==> src/rtl/piso_tx_if.sv <==
// Handshake and serial-line bundle for the 4-bit PISO transmitter.
// The master side drives bit-rate enable and data; the slave side is the transmitter.
interface piso_tx_if;
  logic       CE;
  logic [3:0] d;
  logic       load;
  logic       ready;
  logic       sout;
  logic       busy;
  logic       done;

  modport master (
    output CE,
    output d,
    output load,
    input  ready,
    input  sout,
    input  busy,
    input  done
  );

  modport slave (
    input  CE,
    input  d,
    input  load,
    output ready,
    output sout,
    output busy,
    output done
  );
endinterface

==> src/rtl/piso_tx.sv <==
// 4-bit parallel-in serial-out transmitter.
// Frame: start(0), d[0], d[1], d[2], d[3], stop(1); one bit per clk edge with CE=1.
//
// state | meaning
// IDLE  | line idle at 1, ready for a new word
// START | start bit (0) on the line
// DATA  | shift-register LSB on the line, four bit periods
// STOP  | stop bit (1) on the line; leaving it pulses done
module piso_tx (
  input  logic clk,
  input  logic rst_n,
  piso_tx_if.slave tx
);

  typedef enum logic [1:0] {
    IDLE  = 2'd0,
    START = 2'd1,
    DATA  = 2'd2,
    STOP  = 2'd3
  } state_t;

  state_t     state_q, state_d;
  logic [1:0] cnt_q, cnt_d;
  logic [3:0] shreg_q, shreg_d;
  logic       sout_q, sout_d;
  logic       ready_q, ready_d;
  logic       busy_q, busy_d;
  logic       done_q, done_d;

  // State, datapath and registered outputs; reset forces the idle line level.
  always_ff @(posedge clk or negedge rst_n) begin
    if (!rst_n) begin
      state_q <= IDLE;
      cnt_q   <= 2'd0;
      shreg_q <= 4'b0000;
      sout_q  <= 1'b1;
      ready_q <= 1'b1;
      busy_q  <= 1'b0;
      done_q  <= 1'b0;
    end else begin
      state_q <= state_d;
      cnt_q   <= cnt_d;
      shreg_q <= shreg_d;
      sout_q  <= sout_d;
      ready_q <= ready_d;
      busy_q  <= busy_d;
      done_q  <= done_d;
    end
  end

  // Next state and next output values; everything holds unless CE advances the frame.
  always_comb begin
    state_d = state_q;
    cnt_d   = cnt_q;
    shreg_d = shreg_q;
    sout_d  = sout_q;
    ready_d = ready_q;
    busy_d  = busy_q;
    done_d  = 1'b0;

    case (state_q)
      IDLE: begin
        sout_d  = 1'b1;
        ready_d = 1'b1;
        busy_d  = 1'b0;
        if (tx.load && tx.CE) begin
          state_d = START;
          shreg_d = tx.d;
          cnt_d   = 2'd0;
          sout_d  = 1'b0;
          ready_d = 1'b0;
          busy_d  = 1'b1;
        end
      end

      START: begin
        if (tx.CE) begin
          state_d = DATA;
          sout_d  = shreg_q[0];
        end
      end

      DATA: begin
        if (tx.CE) begin
          shreg_d = {1'b0, shreg_q[3:1]};
          cnt_d   = cnt_q + 2'd1;
          if (cnt_q == 2'd3) begin
            state_d = STOP;
            sout_d  = 1'b1;
          end else begin
            // The bit after this shift is the next LSB, i.e. shreg_q[1].
            sout_d = shreg_q[1];
          end
        end
      end

      STOP: begin
        if (tx.CE) begin
          state_d = IDLE;
          sout_d  = 1'b1;
          ready_d = 1'b1;
          busy_d  = 1'b0;
          done_d  = 1'b1;
        end
      end

      default: begin
        state_d = IDLE;
        sout_d  = 1'b1;
        ready_d = 1'b1;
        busy_d  = 1'b0;
      end
    endcase
  end

  assign tx.sout  = sout_q;
  assign tx.ready = ready_q;
  assign tx.busy  = busy_q;
  assign tx.done  = done_q;

endmodule

==> src/flat_wrapper.sv <==
// flat-port wrapper written by rule: the top's interface ports become plain ports
module piso_tx_flat 
  (clk, rst_n, tx_CE, tx_d, tx_load, tx_ready, tx_sout, tx_busy, tx_done);
  piso_tx_if tx_i ();
  input  logic clk;
  input  logic rst_n;
  input wire logic [$bits(tx_i.CE)-1:0] tx_CE;
  input wire logic [$bits(tx_i.d)-1:0] tx_d;
  input wire logic [$bits(tx_i.load)-1:0] tx_load;
  output wire logic [$bits(tx_i.ready)-1:0] tx_ready;
  output wire logic [$bits(tx_i.sout)-1:0] tx_sout;
  output wire logic [$bits(tx_i.busy)-1:0] tx_busy;
  output wire logic [$bits(tx_i.done)-1:0] tx_done;
  assign tx_i.CE = tx_CE;
  assign tx_i.d = tx_d;
  assign tx_i.load = tx_load;
  assign tx_ready = tx_i.ready;
  assign tx_sout = tx_i.sout;
  assign tx_busy = tx_i.busy;
  assign tx_done = tx_i.done;
  piso_tx u_core (.clk(clk), .rst_n(rst_n), .tx(tx_i));
endmodule
==> config.mk <==
export PLATFORM = sky130hd
export DESIGN_NAME = piso_tx_flat
export DESIGN_NICKNAME = d
export VERILOG_FILES = /design/src/rtl/piso_tx_if.sv /design/src/rtl/piso_tx.sv /design/src/flat_wrapper.sv
export SDC_FILE = /design/constraint.sdc
export NUM_CORES = 1
export LEC_CHECK = 0
export ABC_AREA = 0
export BUFFER_PORTS_ARGS = -buffer_cell sky130_fd_sc_hd__buf_2
export CELL_PAD_IN_SITES_DETAIL_PLACEMENT = 1
export CELL_PAD_IN_SITES_GLOBAL_PLACEMENT = 2
export CORE_MARGIN = 3
export CORE_UTILIZATION = 37
export DETAILED_ROUTE_END_ITERATION = 10
export PLACE_DENSITY_LB_ADDON = 0.1
export SYNTH_ARGS = -nofsm -noshare
export SYNTH_HDL_FRONTEND = slang
export SYNTH_SLANG_ARGS = --single-unit
==> constraint.sdc <==
create_clock -name clk -period 4.2 [get_ports clk]
set_input_delay 0.21 -clock clk [delete_from_list [all_inputs] [get_ports clk]]
set_output_delay 0.21 -clock clk [all_outputs]
set_load 0.1 [all_outputs]
==> results of run 1 <==
cell type report:
cell class / count / area [um^2]
multi-input cells: 42 / 378
inverters: 5 / 18.8
well taps: 25 / 31.3
fillers: 212 / 942
clock buffers: 4 / 26.3
flip-flops and latches: 12 / 303
repair buffers: 12 / 65.1
through the flow:
stage	std cells	utilization, %
after global routing	100	46.6
final	100	46.6
after detailed placement	95	44.5
after floorplan	61	-
after global placement	95	44.5
after CTS	100	46.6
worst max path at each step:
| stage | end | cells after the start | start |
|---|---|---|---|
| after floorplan | u_core.cnt_q[0] | 5 | u_core.state_q[0] |
| after global placement | u_core.shreg_q[3] | 5 | u_core.state_q[1] |
| after detailed placement | u_core.cnt_q[0] | 5 | u_core.state_q[0] |
| after CTS | u_core.shreg_q[3] | 5 | u_core.state_q[0] |
| after global routing | u_core.shreg_q[3] | 5 | u_core.state_q[0] |
| final | u_core.shreg_q[3] | 5 | u_core.state_q[1] |
worst reg2reg max path, stage by stage (launching register included):
cell	delay, ns
dfrtp_1	0.43
inv_1	0.12
ha_1	0.25
mux2_4	0.37
nand2_4	0.11
mux2_4	0.29
layer usage:
| metal | part of all wire, % | wire, um | vias up | track usage, % |
|---|---|---|---|---|
| li1 | - | - | 245 | - |
| met1 | 51 | 672 | 229 | 17.6 |
| met2 | 45 | 589 | 7 | 19.8 |
| met3 | 3.3 | 43 | 2 | 2.11 |
| met4 | 0.46 | 6 | 0 | 5.53 |
| met5 | 0 | 0 | - | 0 |
cells in the mapped netlist:
cell / n / share of area (%)
dfstp_2: 2 / 7.4
mux2i_1: 5 / 7.0
and2_1: 1 / 0.88
nor2_1: 2 / 1.1
nand2_4: 1 / 1.6
nand2b_1: 1 / 0.88
nand2_1: 1 / 0.53
a31oi_1: 3 / 2.6
a21bo_2: 1 / 1.4
o22ai_1: 1 / 0.88
mux2_1: 1 / 1.6
a211oi_1: 1 / 1.1
nand3_1: 1 / 0.70
a32oi_1: 1 / 1.2
nor2b_1: 2 / 1.8
inv_1: 5 / 2.6
o221ai_2: 1 / 2.1
buf_2: 1 / 0.70
o21a_1: 2 / 2.1
nor3_2: 1 / 1.4
dfrtp_1: 10 / 35
mux2_4: 3 / 6.3
ha_1: 7 / 12
o22a_1: 1 / 1.2
mux2_2: 1 / 1.6
buf_4: 1 / 1.1
a21oi_1: 3 / 2.1
o21ai_0: 1 / 0.70
sequential cells by signal, summed over array words and instances, names as in the netlist:
register,count
u_core.tx.busy,1
u_core.shreg_q,4
u_core.cnt_q,2
u_core.tx.ready,1
u_core.tx.done,1
u_core.tx.sout,1
u_core.state_q,2
cell families after synthesis:
| logic type | count (synthesis) | synth area share (%) |
|---|---|---|
| AO/OA/AOI/OAI | 15 | 15.5 |
| adder cells (fa/ha/maj) | 7 | 12.3 |
| buffers and inverters | 7 | 4.39 |
| flip-flops | 12 | 42.5 |
| multiplexers | 10 | 16.5 |
| AND/OR/NAND/NOR | 10 | 8.79 |
where the power goes:
group          internal, mW  leakage, nW  switching (mW)
Sequential            0.176        0.144          0.0355
Combinational         0.160        0.233           0.269
Clock                0.0367       0.0150          0.0377
Total                 0.372        0.391           0.342
timing repair:
item,4_1_cts,5_1_grt
endpoints found under the hold margin,10,0
hold buffers,1,0
resized for setup,0,0
==> results.md, run 1 <==
- Worst Hold Launch: tx_d[2]
- Crit Path Category: register to register
- Routed Antenna Nets: 0
- Final Worst Setup Slack: 2.51 ns
- Clock Pin Slew Worst Setup and Hold Paths: 0.08 ns
- Initial antenna violation count: 0
- Most frequent cells in the layout: buf_2, dfrtp_1, ha_1
- Die Area: 0.00249 mm^2
- Synth unique cells: 28
- H-tree depth: 1
- I/O pins: 12
- Post-synthesis net count: 76
- Sequential fraction of the synthesis area: 42.5%
- Routability Congestion: 0.697
- Unrepaired setup endpoints after global routing: no
- CTS buffer count: 3
- Core Area: 0.00176 mm^2
- #FFs+latches synth: 12
- Setup Fix Bufs, Post-CTS: 0
- Worst Tran Pin Value: 0.489 ns
- Hold path depth: 3
- Input/output buffers: 11
- Cells on worst reg2reg path: 5
- FP Rows: 15
- HP Class: input port to register
- Max-slew violation count: 0
- Post-synthesis cell area: 712 um^2
- Total power: 0.715 mW
- Buf/Inv on CP: 1
- Final worst path period share: 40.2%
- First-pass GRT wire length: 2490 um
- Pre-CTS WS: 2.52 ns
- Critical Path Source Type: register
- Vias in the first global route: 552
- Worst-skew pair later-pin latency: 0.27 ns
- Max Cap Violations: 0
- Pin count of the biggest net entering global routing: 15
- Vias: 483
- PwrDens: 870 mW/mm^2
- Reg-to-Reg Start: u_core.state_q[1]
- CTS tree: done
- Leakage: 0.391 nW
- Die extent in y: 49.9 um
- Critical path required time: 4.36 ns
- Die W: 49.9 um
- Status: finished clean
- Reg2reg setup slack: 2.51 ns
- Setup Skew: 0.00583 ns
- Hold Path Sink: u_core.shreg_q[2]
- Wire length per cell: 13.1 um
- Longest Clk Path Bufs: 2
- Via density: 4.83
- Post-layout instance area: 822 um^2
- Setup TNS: 0 ns
- CP max stage delay: 0.43 ns
- Root buffer selected by CTS: clkbuf_4
- Max VDD drop: 0.000403 V
- GRT Overall Usage: 12.9%
- Slowest cell on the critical path: dfrtp_1
- Final HPWL DP: 1040 um
- # setup viols final: 0
- Top Family by Delay on Critical Path: multiplexers
- Slew headroom: 67.6%
- Worst-path cell chain: inv_1, ha_1, mux2_4, nand2_4, mux2_4
- # DRC: 0
- Final Hold Vio Count: 0
- # diodes: 0
- Drt pass-1 iters: 4
- Reg-to-reg critical path endpoint: u_core.shreg_q[3]
- Cell Area, Placed: 786 um^2
- Global route overflow: 0
- Initial DRC Count: 6
- Mapped Cells: 61
- P&R area growth vs syn: 15.5%
- Routed WL: 1310 um
- Syn avg cell area: 11.7 um^2
- Crit path DAT: 1.85 ns
- Max FO, Critical Path: 7
- Most common cell after layout, fill and taps aside: buf_2
- Setup crit end kind: register
- Layout net count: 91
- Final min period: 1.69 ns
- Most frequent CP cell: mux2_4
- CTS sink cnt: 12
- Initial Utilization: 40.4%
- Maximum clock frequency: 592 MHz
- Yosys synthesis warning count: 0
- WHS: 0.257 ns
- Ratio of cells with drive above 1 in the final layout: 32.0%
(Power assumes the default switching activity.)
==> inputs of run 2 (changes only) <==
Settings changed: CORE_UTILIZATION 37 to 31.
Clock period 4.2 ns to 1.4 ns, I/O delays scaled along.
==> run 2 against run 1 <==
  * The run now ends with setup timing left
  * Global-route usage is 0.32 points higher
  * Worst hold slack worse by 0.13 ns
  * Routed wire length is 22% higher
  * Cell count is 17% higher
  * Highest routed layer unchanged
  * Critical endpoint unchanged
==> results.md, run 2 (synthesis results as in run 1) <==
- Post-route insts no fill: 117
- Total power: 2.76 mW
- Clock Pin Slew Worst Setup and Hold Paths: 0.08 ns
- Placed cells: 110
- Input/output buffers: 11
- Unrepaired setup endpoints after global routing: yes
- Largest registers: u_core.shreg_q x4, u_core.cnt_q x2, u_core.state_q x2
- Routed WL: 1600 um
- CTS buffer count: 3
- Failing checks: setup timing
- Max VDD drop: 0.00107 V
- Vias: 573
- # diodes: 0
- # DRC: 0
- Final Hold Vio Count: 0
- FP Rows: 16
- Leakage: 0.473 nW
- Critical Path Source Type: register
- Maximum clock frequency: 651 MHz
- Final HPWL DP: 1200 um
- Die extent in y: 53.9 um
- Largest register FFs: 4
- Most frequent cells in the layout: buf_4, buf_2, dfrtp_1
- Initial Utilization: 34.5%
- Crit Path Category: register to register
- PwrDens: 2730 mW/mm^2
- Critical path required time: 1.56 ns
- Setup crit end kind: register
- Status: complete, but fails checks
- Crit path DAT: 1.70 ns
- Routed Antenna Nets: 0
- Setup Skew: 0.00107 ns
- GR Util met3: 2.49%
- Post-layout instance area: 0.00101 mm^2
- Setup TNS: -0.874 ns
- Final worst path period share: 110%
- HP Class: input port to register
- Cell Area, Placed: 900 um^2
- H-tree depth: 1
- Largest Register: u_core.shreg_q
- Max-slew violation count: 0
- Wire length per cell: 13.7 um
- CTS tree: done
- Die Area: 0.00291 mm^2
- Met1 usage: 17.2%
- Drt pass-1 iters: 2
- Most crowded layer after global routing: met2
- Ratio of cells with drive above 1 in the final layout: 56.7%
- Pre-CTS WS: -0.136 ns
- GR Util met2: 21.4%
- Layout net count: 106
- Die W: 53.9 um
- Initial antenna violation count: 0
- Max FO, Critical Path: 5
- Core Area: 0.00206 mm^2
- Vias in the first global route: 587
- Slew headroom: 67.7%
- Routability Congestion: 0.696
- Most common cell after layout, fill and taps aside: buf_4
- # setup viols final: 9
- First-pass GRT wire length: 2720 um
- CTS sink cnt: 12
- Max Cap Violations: 0
- Final Worst Setup Slack: -0.137 ns
- Root buffer selected by CTS: clkbuf_4
- Initial DRC Count: 1
- P&R area growth vs syn: 42.4%
- Global route overflow: 0
- Final min period: 1.54 ns
- I/O pins: 12
- Longest Clk Path Bufs: 2
- WHS: 0.123 ns
- Worst-skew pair later-pin latency: 0.27 ns
- GRT Overall Usage: 13.2%
- Core Util, Final: 49.2%
- Pin count of the biggest net entering global routing: 15
- Via density: 4.90
- Worst Tran Pin Value: 0.487 ns
==> run 2: cell count changes in the layout (fill, tap and decap cells not counted), sizes merged <==
cell and change:
buf +15
==> run 2: layout make-up <==
cell class / count / area [um^2]
repair buffers: 27 / 185
flip-flops and latches: 12 / 304
clock buffers: 4 / 36.3
well taps: 27 / 33.8
fillers: 229 / 1050
multi-input cells: 42 / 433
inverters: 5 / 21.3
==> run 2: per-layer routing <==
layer | wire length, um | share of wire, % | vias to the layer above
li1 | - | - | 278
met1 | 724 | 45 | 286
met2 | 810 | 51 | 7
met3 | 51 | 3.2 | 2
met4 | 16 | 1.0 | 0
met5 | 0 | 0 | -
==> run 2: worst max-delay path, stage by stage, from the launching register on <==
cell and delay, ns:
dfrtp_1 0.44, inv_4 0.13, ha_4 0.16, mux2_4 0.33
nand2_4 0.08, mux2_4 0.29
==> run 2: repair_timing <==
item,in CTS,in global routing
setup buffers,1,3
resized for setup,4,8
endpoints found under the setup margin,9,11
pin swaps,1,4
hold endpoints to repair,12,0
hold buffers,1,0
==> run 2: power breakdown <==
group	internal [mW]	leakage, nW	total (mW)	switching, mW
sequential	0.529	0.142	0.652	0.124
clock	0.158	0.0210	0.276	0.118
combinational	0.860	0.309	1.84	0.975
==> run 2: worst paths after layout <==
kind	start	to	slack (ns)	cells after the start
worst max-delay path	u_core.state_q[0]	u_core.shreg_q[3]	-0.14	5
worst min-delay path	tx_d[2]	u_core.shreg_q[2]	0.12	3
worst max register to register	u_core.state_q[0]	u_core.shreg_q[3]	-0.14	5
worst min register to register	u_core.shreg_q[3]	u_core.shreg_q[3]	0.52	1
max in group asynchronous	rst_n	u_core.tx.sout	0.92	2
min in group asynchronous	rst_n	u_core.tx.busy	0.20	2
